$ cat src/rtl/clock_time_setter.sv
// Time-setting controller: captures the live time, edits H/M/S with up/down, commits with a one-cycle load strobe.
// Optional auto-cancel on inactivity is compiled in with `define CLOCK_SETTER_TIMEOUT_EN.
module clock_time_setter #(
   parameter int TIMEOUT_CYCLES = 1000
) (
   input  logic       clk,
   input  logic       reset,
   input  logic       btn_mode,
   input  logic       btn_up,
   input  logic       btn_down,
   input  logic       btn_cancel,
   input  logic [4:0] cur_hours,
   input  logic [5:0] cur_mins,
   input  logic [5:0] cur_secs,
   output logic [4:0] hours_o,
   output logic [5:0] mins_o,
   output logic [5:0] secs_o,
   output logic       start_o,
   output logic       setting_o,
   output logic [1:0] field_o
);

   localparam logic [2:0] IDLE   = 3'd0;
   localparam logic [2:0] SET_H  = 3'd1;
   localparam logic [2:0] SET_M  = 3'd2;
   localparam logic [2:0] SET_S  = 3'd3;
   localparam logic [2:0] COMMIT = 3'd4;

   logic [2:0] state;
   logic [2:0] next_state;
   logic [1:0] field_next;
   logic       editing;
   logic       any_btn;
   logic       step_up;
   logic       step_down;
   logic       timeout_hit;

   assign editing   = (state == SET_H) || (state == SET_M) || (state == SET_S);
   assign any_btn   = btn_mode | btn_up | btn_down | btn_cancel;
   assign step_up   = btn_up & ~btn_down;
   assign step_down = btn_down & ~btn_up;

   function automatic logic [5:0] wrap_step(input logic [5:0] v, input logic [5:0] max_v,
                                            input logic up);
      if (up)
         return (v >= max_v) ? 6'd0 : v + 6'd1;
      else
         return (v == 6'd0) ? max_v : v - 6'd1;
   endfunction

`ifdef CLOCK_SETTER_TIMEOUT_EN
   localparam int TW = $clog2(TIMEOUT_CYCLES + 1);
   logic [TW-1:0] idle_cnt;

   // Any button press restarts the inactivity window; expiry fires on the last quiet cycle.
   assign timeout_hit = editing && !any_btn && (idle_cnt == TW'(TIMEOUT_CYCLES - 1));

   always_ff @(posedge clk or negedge reset) begin
      if (!reset)
         idle_cnt <= '0;
      else if (editing && !any_btn && !timeout_hit)
         idle_cnt <= idle_cnt + TW'(1);
      else
         idle_cnt <= '0;
   end
`else
   logic unused_timeout;
   assign unused_timeout = (TIMEOUT_CYCLES == 0) & any_btn;
   assign timeout_hit    = 1'b0;
`endif

   always_comb begin
      next_state = state;
      case (state)
         IDLE:    if (btn_mode) next_state = SET_H;
         SET_H:   if (btn_cancel) next_state = IDLE;
                  else if (btn_mode) next_state = SET_M;
                  else if (timeout_hit) next_state = IDLE;
         SET_M:   if (btn_cancel) next_state = IDLE;
                  else if (btn_mode) next_state = SET_S;
                  else if (timeout_hit) next_state = IDLE;
         SET_S:   if (btn_cancel) next_state = IDLE;
                  else if (btn_mode) next_state = COMMIT;
                  else if (timeout_hit) next_state = IDLE;
         default: next_state = IDLE;
      endcase
   end

   always_comb begin
      field_next = 2'd0;
      case (next_state)
         SET_H:   field_next = 2'd1;
         SET_M:   field_next = 2'd2;
         SET_S:   field_next = 2'd3;
         default: field_next = 2'd0;
      endcase
   end

   // Status outputs are decoded from the next state so they line up with the registered state.
   always_ff @(posedge clk or negedge reset) begin
      if (!reset) begin
         state     <= IDLE;
         start_o   <= 1'b0;
         setting_o <= 1'b0;
         field_o   <= 2'd0;
      end else begin
         state     <= next_state;
         start_o   <= (next_state == COMMIT);
         setting_o <= (field_next != 2'd0);
         field_o   <= field_next;
      end
   end

   // Edit registers double as the load-side outputs; cancel leaves them as they were.
   always_ff @(posedge clk or negedge reset) begin
      if (!reset) begin
         hours_o <= 5'd0;
         mins_o  <= 6'd0;
         secs_o  <= 6'd0;
      end else if (state == IDLE && btn_mode) begin
         hours_o <= (cur_hours > 5'd23) ? 5'd0 : cur_hours;
         mins_o  <= (cur_mins > 6'd59) ? 6'd0 : cur_mins;
         secs_o  <= (cur_secs > 6'd59) ? 6'd0 : cur_secs;
      end else if (editing && !btn_cancel && !btn_mode && (step_up || step_down)) begin
         case (state)
            SET_H:   hours_o <= 5'(wrap_step({1'b0, hours_o}, 6'd23, step_up));
            SET_M:   mins_o  <= wrap_step(mins_o, 6'd59, step_up);
            default: secs_o  <= wrap_step(secs_o, 6'd59, step_up);
         endcase
      end
   end

endmodule

$ cat config.mk
export PLATFORM = sky130hd
export DESIGN_NAME = clock_time_setter
export DESIGN_NICKNAME = d
export VERILOG_FILES = /design/src/rtl/clock_time_setter.sv
export SDC_FILE = /design/constraint.sdc
export NUM_CORES = 1
export LEC_CHECK = 0
export BUFFER_PORTS_ARGS = -buffer_cell sky130_fd_sc_hd__buf_2
export CORE_MARGIN = 1
export CORE_UTILIZATION = 50
export DETAILED_ROUTE_END_ITERATION = 8
export GPL_TIMING_DRIVEN = 1
export MAX_ROUTING_LAYER = met4
export PLACE_DENSITY_LB_ADDON = 0.2
export RECOVER_POWER = 50
export SYNTH_ARGS = -nofsm -noshare
export SYNTH_HDL_FRONTEND = slang
export SYNTH_SLANG_ARGS = --single-unit
$ cat constraint.sdc
create_clock -name clk -period 3.4 [get_ports clk]
set_input_delay 0.68 -clock clk [delete_from_list [all_inputs] [get_ports clk]]
set_output_delay 0.68 -clock clk [all_outputs]
set_load 0.01 [all_outputs]
# After elaboration in Yosys (flattened, before gate mapping)
# Index checks and enable logic that the tools add are counted.
dict set report word_totals {
  ff_bits 24
  word_cells 82
  inputBits 23
  out_inout_bits 21
}
dict set report classes {
  magnitude_cmp 6
  eq_ne 8
  add_sub_neg 6
  muxes 30
  bitwise_logic 4
  n_reduce_logical 21
}
# operator count
set op_table {}
lappend op_table {{6-bit two-way mux} 14}
lappend op_table {{5-bit two-way mux} 7}
lappend op_table {{3-bit two-way mux} 7}
lappend op_table {{6-bit by 1-bit adder with 6-bit output (second input constant)} 2}
lappend op_table {{3-bit by 2-bit equality test with 1-bit output (second input constant)} 4}
lappend op_table {{6-bit >= comparator (second input constant)} 2}
lappend op_table {{6-bit greater-than comparator (second input constant)} 2}
lappend op_table {{6-bit zero test} 2}
lappend op_table {{3-bit one-hot mux with 4 select lines} 1}
lappend op_table {{6-bit by 1-bit subtractor with 6-bit output (second input constant)} 2}
lappend op_table {{2-bit nonzero test} 4}
lappend op_table {{3-bit by 1-bit equality test with 1-bit output (second input constant)} 2}
lappend op_table {{2-bit one-hot mux with 3 select lines} 1}
lappend op_table {{2-bit AND reduction} 3}
lappend op_table {{5-bit by 1-bit adder with 5-bit output (second input constant)} 1}
lappend op_table {{5-bit >= comparator (second input constant)} 1}
lappend op_table {{5-bit greater-than comparator (second input constant)} 1}
lappend op_table {{5-bit zero test} 1}
lappend op_table {{5-bit by 1-bit subtractor with 5-bit output (second input constant)} 1}
lappend op_table {{1-bit logical AND} 4}
lappend op_table {{3-bit equality test (second input constant)} 1}
lappend op_table {{3-bit zero test} 1}
lappend op_table {{1-bit logical OR} 3}
lappend op_table {{1-bit AND} 2}
lappend op_table {{4 further kinds} 6}

# Longest topological paths before layout
dict set report logic_depth {
  ltp_word 8
  depth_mapped 8
  depth_no_buf 7
}

# Worst setup path before layout
# Ideal clock, no wire load.
dict set report synth_timing {
  kind {input to register}
  start {input btn_down}
  end {register mins_o[2]}
  setup_time_ps 128
  path_buffers 1
  path_slack_ps 1340
  t_arrival_ps 1933
  stages 8
  required_ps 3272
  path_cell_list {inv_1 ha_1 nor3_4 mux2i_1 or3_4 buf_6 a22oi_2 o31ai_1}
}
dict set report synth_between {
  elab_chain_cells 6
  word_cells_on_any_way 11
  classes_between {mux: 4; bitwise: 3; reduce/logical: 4}
}
# element line
set synth_rtl {}
lappend synth_rtl {{from (decl)} 10} ;# input logic btn_down,
lappend synth_rtl {{1-bit NOT} 40} ;# assign step_up = btn_up & ~btn_down;
lappend synth_rtl {{1-bit AND} 40}
lappend synth_rtl {{6-bit two-way mux / 1-bit logical OR (equally long branches)} {45, 124}}
lappend synth_rtl {{6-bit two-way mux / 1-bit logical AND (equally long branches)} {125, 124}}
lappend synth_rtl {{6-bit two-way mux / 2-bit nonzero test (equally long branches)} --}
lappend synth_rtl {{6-bit two-way mux / 2-bit AND reduction (equally long branches)} --}
lappend synth_rtl {{to (signal assigned)} 122} ;# mins_o <= (cur_mins > 6'd59) ? 6'd0 : cur_mins;
lappend synth_rtl {{to (signal assigned)} 127} ;# SET_M: mins_o <= wrap_step(mins_o, 6'd59, step_up);
lappend synth_rtl {{to (decl)} 16} ;# output logic [5:0] mins_o,
# Parallel ways exist; a longest one is shown, timed or not. The select of a mux whose other input is x is not followed.
# A chain may end at the register's enable or synchronous reset.

# Worst setup path after layout
dict set report layout_timing {
  start {input btn_up}
  end {register secs_o[4]}
}
dict set report layout_between {
  elab_chain_cells 6
  word_cells_on_any_way 11
  classes_between {mux: 4; bitwise: 3; reduce/logical: 4}
}
# element line
set layout_rtl {}
lappend layout_rtl {{from (decl)} 9} ;# input logic btn_up,
lappend layout_rtl {{branches (longest 6 deep; another with 6-bit two-way mux)} --}
lappend layout_rtl {{to (signal assigned)} 123} ;# secs_o <= (cur_secs > 6'd59) ? 6'd0 : cur_secs;
lappend layout_rtl {{to (signal assigned)} 128} ;# default: secs_o <= wrap_step(secs_o, 6'd59, step_up);
lappend layout_rtl {{to (decl)} 17} ;# output logic [5:0] secs_o,
# Parallel ways; which one is timed is not known. The select of a mux whose other input is x is not followed.

==> results.toml <==
[clock_network]
clk-insertion-delay-late_ps = 280
cts_tree = "yes"
cts_max_path_buffers = 2
tritoncts_num_sinks = 24
cts_inserted_buffers = 3
post_cts_resize_count = 0
cts.repair_timing.setup_buffer_count = 0
cts_max_level = 1
clock_tree.root_cell = "clkbuf_8"
cts.reportedPaths.clkPinSlew_ps = 100
ctsHoldBuffers = 0

[worst_hold_path]
holdCritPathClass = "primary input to flip-flop"
hold_end = "mins_o[2]"
holdCritStartpoint = "cur_mins[2]"
holdPathStages = 3

[grt]
grt_pass1_vias = 1770
grt_pass1_wl_mm = 8.224
global_route.overflow_total = 0
grt_use_met3_pct = 3.966
top_usage_layer = "met2"
grt_max_degree = 30
grt.met1_usage_pct = 32.91
global_route.usage.total_pct = 24.73
grt_antenna_before_repair = 0
grt_use_met2_pct = 38.39

[power]
power_per_cell_area_nw_per_um2 = 733.0
vdd_ir_drop_max_v = 0.0004508
fin_total_pwr_mw = 1.680
static-leakage-power_nw = 0.9706

[detailed_routing]
via_count = 1999
drt-wirelength-per-cell_um = 15.16
ant_nets = 0
drc = 2
dr.first_iter.drc_count = 194
vias_per_cell = 6.095
detail_route.wirelength_mm = 4.972
dr.pass1.iters = 6

[layout]
fill_cells = 392
synth_to_layout_area_growth_pct = 10.63
mostFrequentLayoutCells = "39 x buf_2, 24 x a21oi_1, 24 x dfrtp_1"
antenna_cells = 0
finish.net_count = 311
layout-drive-gt1-share_pct = 21.22
layout.cells.most_common = "buf_2"
postLayoutCellArea_um2 = 2292

[setup_path]
crit_path_cell_trace = "buf_2 > ha_1 > nor3_4 > nand4b_1 > a211o_1 > a32o_1"
startpoint_type = "primary input"
r2r-start = "state[1]"
worst_ep_required_ps = 3580
timing.reg2reg.worst_path_depth = 5
worstReg2RegEnd = "mins_o[3]"
endpoint_kind = "flip-flop"
crit_path_start = "btn_up"
timing.critical_path.slowest_cell_delay_ps = 470
worst-endpoint-arrival_ps = 2340
critical_path.max_fanout = 13
rrSetupSlack_ps = 1500
worstSetupPathType = "primary input to flip-flop"
slowest_stage = "nand4b_1"

[synthesis]
yosysTopAreaCell = "dfrtp_1"
synth-edff-count = 0
number_of_distinct_standard_cells_referenced_by_the_synthesized_netlist = 60
yosys_register_bits = 24
synth-seq-area-share_pct = 28.99
netlist_area_um2 = 2072
post_synth_main_area_contributors = "dfrtp_1 29%, a21oi_1 5.8%, ha_1 5.4%, nor2_1 3.4%, o21ai_0 3.4%"
yosys_warnings = 0
syn-mean-instance-area_um2 = 8.255
async_flop_share_pct = 100.0
synth_cells = 251
synthFlopType = "dfrtp_1"
synthesis.nets = 283
netlist.area_leader.share_pct = 28.99

[floorplan]
die_width_um = 66.38
core_area_um2 = 4000
die_area_um2 = 4406
fp-row-count = 23
i_o_pin_count = 44
initial_core_util_pct = 51.80
die-height_um = 66.38

[sta]
timing.setup.tns_ps = 0
post-route-min-period_ps = 2159
maxSlewHeadroom_pct = 6.038
fmax_achieved_ghz = 0.4633
drv_slew = 0
unrepaired_setup_endpoints_after_global_routing = "no"
fin_hold_ws_ps = 639.9
fin_crit_sh_pct = 63.49
final.setup_skew_ps = 6.743
setup_viol_count_final = 0
hold_violations = 0
tightest_slew_ps = 1409

[placement]
dpl_cell_area_um2 = 2226
finalWeightedCongestion = 0.8823
dp.final_hpwl_mm = 3.502
numPortBuffers = 43

[run_status]
violations = "design-rule violations"
run_status = "finished with violations"

[job]
maxCapViolCount = 0
## Yosys cell counts (5+ instances only)
cell type	instances
inv_1	11
clkbuf_1	6
buf_2	9
nand2_1	16
dfrtp_1	24
nor2_1	19
nand4_1	5
o21ai_0	14
a31oi_1	11
a21oi_1	24
o211ai_1	6
buf_6	6
nand3_1	13
nand3b_1	5
ha_1	9
nor3_1	9
## power by group
part           switching, mW  total (mW)  internal (mW)
clock                  0.108       0.265          0.158
combinational          0.434       0.805          0.372
sequential             0.230       0.609          0.380
total                  0.771        1.68          0.909
## cells by family (layout without fill, tap and decap cells)
kind of cell / count (synthesis) / in the layout / synth area share [%]
adders and majority gates: 9 / 9 / 5.435
and+or+nand+nor: 91 / 91 / 25.06
AOI/OAI and AO/OA: 88 / 88 / 29.11
DFF: 24 / 24 / 28.99
buffers and inverters: 33 / 60 / 8.695
muxes: 2 / 2 / 1.027
xor gates and xnor gates: 4 / 4 / 1.691
## area by class of cell
| cell class | instances | area [µm²] | share of cell area, % |
|---|---|---|---|
| multi-input combinational | 194 | 1291 | 56.33 |
| sequential | 24 | 600.6 | 26.20 |
| timing repair buffer | 45 | 225.2 | 9.825 |
| tap | 50 | 62.56 | 2.729 |
| clock buffer | 3 | 41.29 | 1.801 |
| inverter | 11 | 41.29 | 1.801 |
| clock inverter | 1 | 30.03 | 1.310 |
## worst max path at each step
stage,to
after floorplan,mins_o[2]
after global placement,secs_o[4]
after detailed placement,secs_o[4]
after CTS,secs_o[4]
after global routing,secs_o[5]
final,secs_o[4]
## through the flow
stage	cells	util [%]	worst slack (ps)
floorplan	251	-	1340
global placement	324	55.65	993.2
detailed placement	324	55.65	963.9
CTS	328	57.43	1249
global route	328	57.30	1067
finish	328	57.30	1241
## per-layer routing
metal / vias to the layer above / wire [µm]
met5: - / 0
met4: 0 / 36
met3: 4 / 304
met2: 73 / 2368
met1: 926 / 2263
li1: 996 / -
## critical path, delay by kind of cell
family	cells	cell delay, ps
AO/OA/AOI/OAI	2	610
adder cells (fa/ha/maj)	1	320
AND/OR/NAND/NOR	2	620
buffers and inverters	1	100
## state kept, by name (all words and copies together), names as in the netlist
register and flops:
mins_o 6, start_o 1, field_o 2, hours_o 5, secs_o 6, setting_o 1, state 3
No activity file was read; power rests on OpenSTA's default activity.
